**config.mk**
```make
export PLATFORM = sky130hd
export DESIGN_NAME = core_mul_unit
export DESIGN_NICKNAME = d
export VERILOG_FILES = /design/src/rtl/core_mul_unit_pkg.sv /design/src/rtl/core_mul_step.sv /design/src/rtl/core_mul_unit.sv
export SDC_FILE = /design/constraint.sdc
export NUM_CORES = 1
export LEC_CHECK = 0
export ABC_AREA = 1
export CAP_MARGIN = 20
export CELL_PAD_IN_SITES_DETAIL_PLACEMENT = 1
export CELL_PAD_IN_SITES_GLOBAL_PLACEMENT = 1
export CORE_MARGIN = 5
export CORE_UTILIZATION = 40
export DETAILED_ROUTE_END_ITERATION = 16
export PLACE_DENSITY_LB_ADDON = 0.1
export SYNTH_ARGS = -nofsm -noshare
export SYNTH_HDL_FRONTEND = slang
export SYNTH_SLANG_ARGS = --single-unit
```
**constraint.sdc**
```tcl
create_clock -name clk -period 6.68 [get_ports clk]
set_input_delay 1.002 -clock clk [delete_from_list [all_inputs] [get_ports clk]]
set_output_delay 1.002 -clock clk [all_outputs]
set_load 0.1 [all_outputs]
```
**src/rtl/core_mul_unit_pkg.sv**
```systemverilog
// Shared multiply-unit types: decoder bundle, FSM states and iteration constants.
package core_mul_unit_pkg;

   localparam int unsigned MUL_STEP_BITS = 2;
   localparam int unsigned MUL_ITERS     = 32 / MUL_STEP_BITS;

   typedef struct packed {
      logic add;
      logic long_mul;
      logic signed_mul;
   } mul_decode;

   typedef enum logic [1:0] {
      IDLE,
      ITER,
      FIX
   } mul_state;

endpackage

```
**src/rtl/core_mul_step.sv**
```systemverilog
// Combinational partial-product adder: adds one shifted multiplier slice times a into P.
module core_mul_step
   import core_mul_unit_pkg::*;
#(
   parameter int unsigned STEP_BITS = MUL_STEP_BITS
) (
   input  logic [63:0]          p,
   input  logic [31:0]          a,
   input  logic [STEP_BITS-1:0] slice,
   input  logic [5:0]           shamt,
   output logic [63:0]          p_next_c
);

   logic [63:0] pp;

   always_comb begin
      pp       = 64'(a) * 64'(slice);
      p_next_c = p + (pp << shamt);
   end

endmodule

```
**src/rtl/core_mul_unit.sv**
```systemverilog
// Iterative MUL/MLA/UMULL/UMLAL/SMULL/SMLAL unit; retires STEP_BITS multiplier bits per cycle.
module core_mul_unit
   import core_mul_unit_pkg::*;
#(
   parameter int unsigned STEP_BITS = MUL_STEP_BITS
) (
   input  logic        clk,
   input  logic        rst_n,
   input  logic        start,
   input  logic        flush,
   input  mul_decode   decode,
   input  logic [31:0] a,
   input  logic [31:0] b,
   input  logic [31:0] c_lo,
   input  logic [31:0] c_hi,
   output logic        busy,
   output logic        done,
   output logic [31:0] q_lo,
   output logic [31:0] q_hi,
   output logic        n,
   output logic        z
);

   localparam int unsigned ITERS = 32 / STEP_BITS;
   localparam int unsigned CNT_W = 6;

   mul_state         state_q, state_d;
   mul_decode        op_q, op_d;
   logic [31:0]      a_q, a_d, b_q, b_d, mpl_q, mpl_d;
   logic [31:0]      c_lo_q, c_lo_d, c_hi_q, c_hi_d;
   logic [63:0]      p_q, p_d, p_step_c, res;
   logic [CNT_W-1:0] cnt_q, cnt_d;
   logic             busy_d, done_d, n_d, z_d;
   logic [31:0]      q_lo_d, q_hi_d;

   core_mul_step #(.STEP_BITS(STEP_BITS)) u_step (
      .p        (p_q),
      .a        (a_q),
      .slice    (mpl_q[STEP_BITS-1:0]),
      .shamt    (6'(cnt_q * STEP_BITS)),
      .p_next_c (p_step_c)
   );

   // Next-state, datapath and output-register logic
   always_comb begin
      state_d = state_q;
      op_d    = op_q;
      a_d     = a_q;
      b_d     = b_q;
      mpl_d   = mpl_q;
      c_lo_d  = c_lo_q;
      c_hi_d  = c_hi_q;
      p_d     = p_q;
      cnt_d   = cnt_q;
      busy_d  = busy;
      done_d  = 1'b0;
      q_lo_d  = q_lo;
      q_hi_d  = q_hi;
      n_d     = n;
      z_d     = z;

      // Signed correction only matters for the high word, so short ops skip it
      res = p_q;
      if (op_q.long_mul && op_q.signed_mul) begin
         if (a_q[31]) res = res - {b_q, 32'b0};
         if (b_q[31]) res = res - {a_q, 32'b0};
      end
      if (op_q.add) res = res + (op_q.long_mul ? {c_hi_q, c_lo_q} : {32'b0, c_lo_q});

      case (state_q)
         IDLE: begin
            if (start && !flush) begin
               op_d    = decode;
               a_d     = a;
               b_d     = b;
               mpl_d   = b;
               c_lo_d  = c_lo;
               c_hi_d  = c_hi;
               p_d     = 64'b0;
               cnt_d   = '0;
               busy_d  = 1'b1;
               state_d = ITER;
            end
         end
         ITER: begin
            p_d   = p_step_c;
            mpl_d = mpl_q >> STEP_BITS;
            cnt_d = cnt_q + CNT_W'(1);
            if (cnt_q == CNT_W'(ITERS - 1)) state_d = FIX;
         end
         FIX: begin
            q_lo_d = res[31:0];
            if (op_q.long_mul) begin
               q_hi_d = res[63:32];
               n_d    = res[63];
               z_d    = (res == 64'b0);
            end else begin
               q_hi_d = 32'b0;
               n_d    = res[31];
               z_d    = (res[31:0] == 32'b0);
            end
            done_d  = 1'b1;
            busy_d  = 1'b0;
            state_d = IDLE;
         end
         default: begin
            state_d = IDLE;
            busy_d  = 1'b0;
         end
      endcase

      // Flush abandons the operation and leaves the visible results untouched
      if (flush) begin
         state_d = IDLE;
         busy_d  = 1'b0;
         done_d  = 1'b0;
         q_lo_d  = q_lo;
         q_hi_d  = q_hi;
         n_d     = n;
         z_d     = z;
      end
   end

   always_ff @(posedge clk or negedge rst_n) begin
      if (!rst_n) begin
         state_q <= IDLE;
         op_q    <= '0;
         a_q     <= '0;
         b_q     <= '0;
         mpl_q   <= '0;
         c_lo_q  <= '0;
         c_hi_q  <= '0;
         p_q     <= '0;
         cnt_q   <= '0;
         busy    <= 1'b0;
         done    <= 1'b0;
         q_lo    <= '0;
         q_hi    <= '0;
         n       <= 1'b0;
         z       <= 1'b0;
      end else begin
         state_q <= state_d;
         op_q    <= op_d;
         a_q     <= a_d;
         b_q     <= b_d;
         mpl_q   <= mpl_d;
         c_lo_q  <= c_lo_d;
         c_hi_q  <= c_hi_d;
         p_q     <= p_d;
         cnt_q   <= cnt_d;
         busy    <= busy_d;
         done    <= done_d;
         q_lo    <= q_lo_d;
         q_hi    <= q_hi_d;
         n       <= n_d;
         z       <= z_d;
      end
   end

endmodule
```
==> results.yml <==
yosys:
  synth_nets: 5705
  synth_top_family_by_area: "simple AND/OR/NAND/NOR gates"
  syn_area_per_cell_um2: 5.94
  synth-xor-area-share_pct: 1.88
  synth_compound_area_share_pct: 16.7
  syn_inst: 5345
  ys_seq_elements: 303
  synth_largest_area_cell: "dfrtp_1"
  synthMuxAreaShare_pct: 0.0946
  synthTopCellsByArea: "dfrtp_1 24%, nand2_1 21%, inv_1 9.5%"
  yosys.cell_count.top_type: "nand2_1"
  netlist.area_leader.share_pct: 23.9
  syn_area_mm2: 0.0317
  async_reset_ff_share_pct: 100
  synth_ff_type: "dfrtp_1"
  synth_cell_types: 61
  ys.warnings.count: 0
  synth_enable_flop_cells: 0
  ys_seq_area_share_pct: 23.9
  synth_fa_ha_area_share_pct: 8.99
  yosys.area_share.simple_pct: 36.9
  synthTopCellsByCount: "1759 x nand2_1, 803 x inv_1, 448 x nor2_1"
routing:
  drcViolationCount: 0
  drt_iter0_markers: 3492
  vias_per_cell: 5.70
  drt_first_pass_iters: 5
  antenna_left: 0
  wl_mm: 162
  drt-wirelength-per-cell_um: 24.4
  num_vias: 37815
finish:
  final.fill_count: 10883
  areaGrowthSynthToFinish_pct: 17.1
  fin_nets: 5920
  final_area_mm2: 0.0372
  drive_above_1_share_pct: 6.64
floorplan:
  fp.dieH_um: 292
  ios: 203
  coreArea_mm2: 0.0789
  die_x_um: 292
  dieArea_mm2: 0.0851
  rows: 103
  initial_core_util_pct: 40.2
sta:
  fin_setup_tns_ns: 0
  slew_headroom_pct: 32.0
  finalCriticalPeriod_ns: 6.36
  clock.fmax_mhz: 157
  setup_viol: 0
  timing.final.crit_share_pct: 95.2
  clock_skew_ns: 0.0247
  hold_viol_final: 0
  maxSlewViolCount: 0
  worstMarginPinSlew_ns: 1.02
critical_path:
  cp_slowest_cell: "dfrtp_1"
  r2r_cells: 29
  reg2reg_slack_ns: 0.32
  cp.required_ns: 7.11
  crit_top_cell: "o21ai_0"
  slowest_delay_ns: 0.63
  endpoint_kind: "flop"
  r2r-start: "mpl_q[0]$_DFFE_PN0P_"
  worstReg2RegEnd: "p_q[44]$_DFFE_PN0P_"
  path_max_fanout: 19
  arrival_ns: 6.78
  path_class: "flop to flop"
  startpoint_type: "flop"
pwr:
  p_sw_share_pct: 61.2
  vdd_ir_drop_max_mv: 0.514
  clkPwrFrac_pct: 9.9
  p_switching_mw: 14.2
  power.density_mw_per_mm2: 624
  sequentialPowerShare_pct: 13.6
  p_leak_nw: 19.8
  internal_power_mw: 9.00
  comb_power_share_pct: 76.5
clocking:
  cts.path.max_buffers: 3
  insertion_delay_ns: 0.61
  cts.sinks: 303
  clkTransAtPathRegs_ns: 0.07
  htree_levels: 2
  cts_tree: "built"
  root_buffer: "clkbuf_16"
  cts_hold_buf: 0
  cts_buffers: 40
min_path:
  hp-class: "input pin to async pin"
global_route:
  grt_pass1_vias: 37000
  grt_overflow: 0
  grt_pass1_wl_mm: 239
  antenna_found_initial: 10
  grt_max_degree: 112
  track_usage_pct: 36.5
placed_design:
  post_dp_cell_area_mm2: 0.0354
  place_congestion: 1.06
  dpl.hpwl_mm: 135
  numPortBuffers: 202
run_status:
  status: "finished clean"
job:
  maxCapViolCount: 0
==> cell usage in the layout (no fill, tap or decap), drive strengths merged, types with 4 or more instances in the layout <==
cell type	n
a21o	11
nand2	1778
nor4	15
xnor2	41
nand3b	18
clkinv	15
a21boi	15
a211oi	8
buf	114
nor3	46
clkbuf	52
a21oi	330
o211ai	18
a22o	18
o21a	14
o21ai	462
and2	7
o22ai	17
nor2	462
ha	220
dfrtp	303
fa	5
nand3	429
clkinvlp	4
or2	17
o21bai	17
clkdlybuf4s50	201
xor2	27
inv	815
a31oi	27
nand4	55
==> stage by stage <==
stage	hold slack, ns	cells	total power [mW]	util [%]	setup slack, ns
after floorplan	0.442	5345	13.6	-	1.89
after global placement	0.456	6564	19.7	44.9	-0.348
after detailed placement	0.459	6564	20.0	44.9	-0.288
after CTS	0.440	6634	22.5	46.6	0.0103
after global routing	0.480	6638	24.7	47.1	-0.0126
final	0.424	6640	23.2	47.1	0.321
==> area by class of cell <==
| type | count | area (um2) | area share, % |
|---|---|---|---|
| multi-input combinational | 4081 | 20900 | 56.2 |
| sequential | 303 | 7580 | 20.4 |
| antenna | 2 | 5.00 | 0.0135 |
| timing repair buffer | 316 | 2940 | 7.92 |
| inverter | 818 | 3070 | 8.26 |
| clock inverter | 19 | 231 | 0.623 |
| clock buffer | 51 | 1130 | 3.05 |
| tap | 1050 | 1310 | 3.53 |
==> cells by family (layout without fill, tap and decap cells) <==
| group | count (synthesis) | count (layout) |
|---|---|---|
| simple gates | 2832 | 2832 |
| buf+inv | 961 | 1204 |
| compound gates | 953 | 953 |
| flops | 303 | 303 |
| fa+ha+maj | 225 | 225 |
| xor+xnor | 68 | 68 |
| mux | 3 | 3 |
| other cells | 0 | 2 |
==> metal layers <==
layer / vias up / share of wire (%) / global-route usage [%]
met3: 215 / 8.3 / 5.56
met1: 18540 / 45 / 52.8
met2: 1455 / 44 / 57.6
met4: 6 / 2.7 / 8.39
met5: - / 0.021 / 0
li1: 17599 / - / -
==> power groups by stage <==
stage	Clock [mW]	Combinational (mW)	Sequential [mW]
floorplan	0	10.7	2.95
global placement	0	16.6	3.14
detailed placement	0	16.8	3.17
CTS	2.33	17.0	3.15
global route	2.41	19.1	3.20
finish	2.31	17.7	3.16
==> worst max-delay path by stage <==
stage                               from             endpoint  cells past startpoint
floorplan            p_q[32]$_DFFE_PN0P_        z$_DFFE_PN0P_                     44
global route         p_q[32]$_DFFE_PN0P_        z$_DFFE_PN0P_                     44
finish              mpl_q[0]$_DFFE_PN0P_  p_q[44]$_DFFE_PN0P_                     29
detailed placement   p_q[32]$_DFFE_PN0P_        z$_DFFE_PN0P_                     44
global placement     p_q[32]$_DFFE_PN0P_        z$_DFFE_PN0P_                     44
CTS                  p_q[32]$_DFFE_PN0P_        z$_DFFE_PN0P_                     44
==> worst max-delay path, delay by kind of cell (launching register included) <==
family	cells	cell delay, ns
adder cells (fa/ha/maj)	2	0.66
AND/OR/NAND/NOR	10	1.20
buffers and inverters	4	0.66
AO/OA/AOI/OAI	13	3.01
flip-flops	1	0.63
==> flip-flops by register name, indices dropped and copies added (netlist names) <==
name and cells:
c_lo_q 32, busy 1, state_q 2, mpl_q 32, c_hi_q 32, a_q 32
n 1, cnt_q 6, z 1, done 1, q_lo 32, q_hi 32
b_q 32, p_q 64, op_q 3
==> timing repair <==
item | 4_1_cts | 5_1_grt
pin swaps | 0 | 9
setup buffers | 0 | 3
endpoints found under the hold margin | 0 | 0
resized for setup | 8 | 101
endpoints found under the setup margin | 1 | 9
Power figures use the tool's default switching activity.
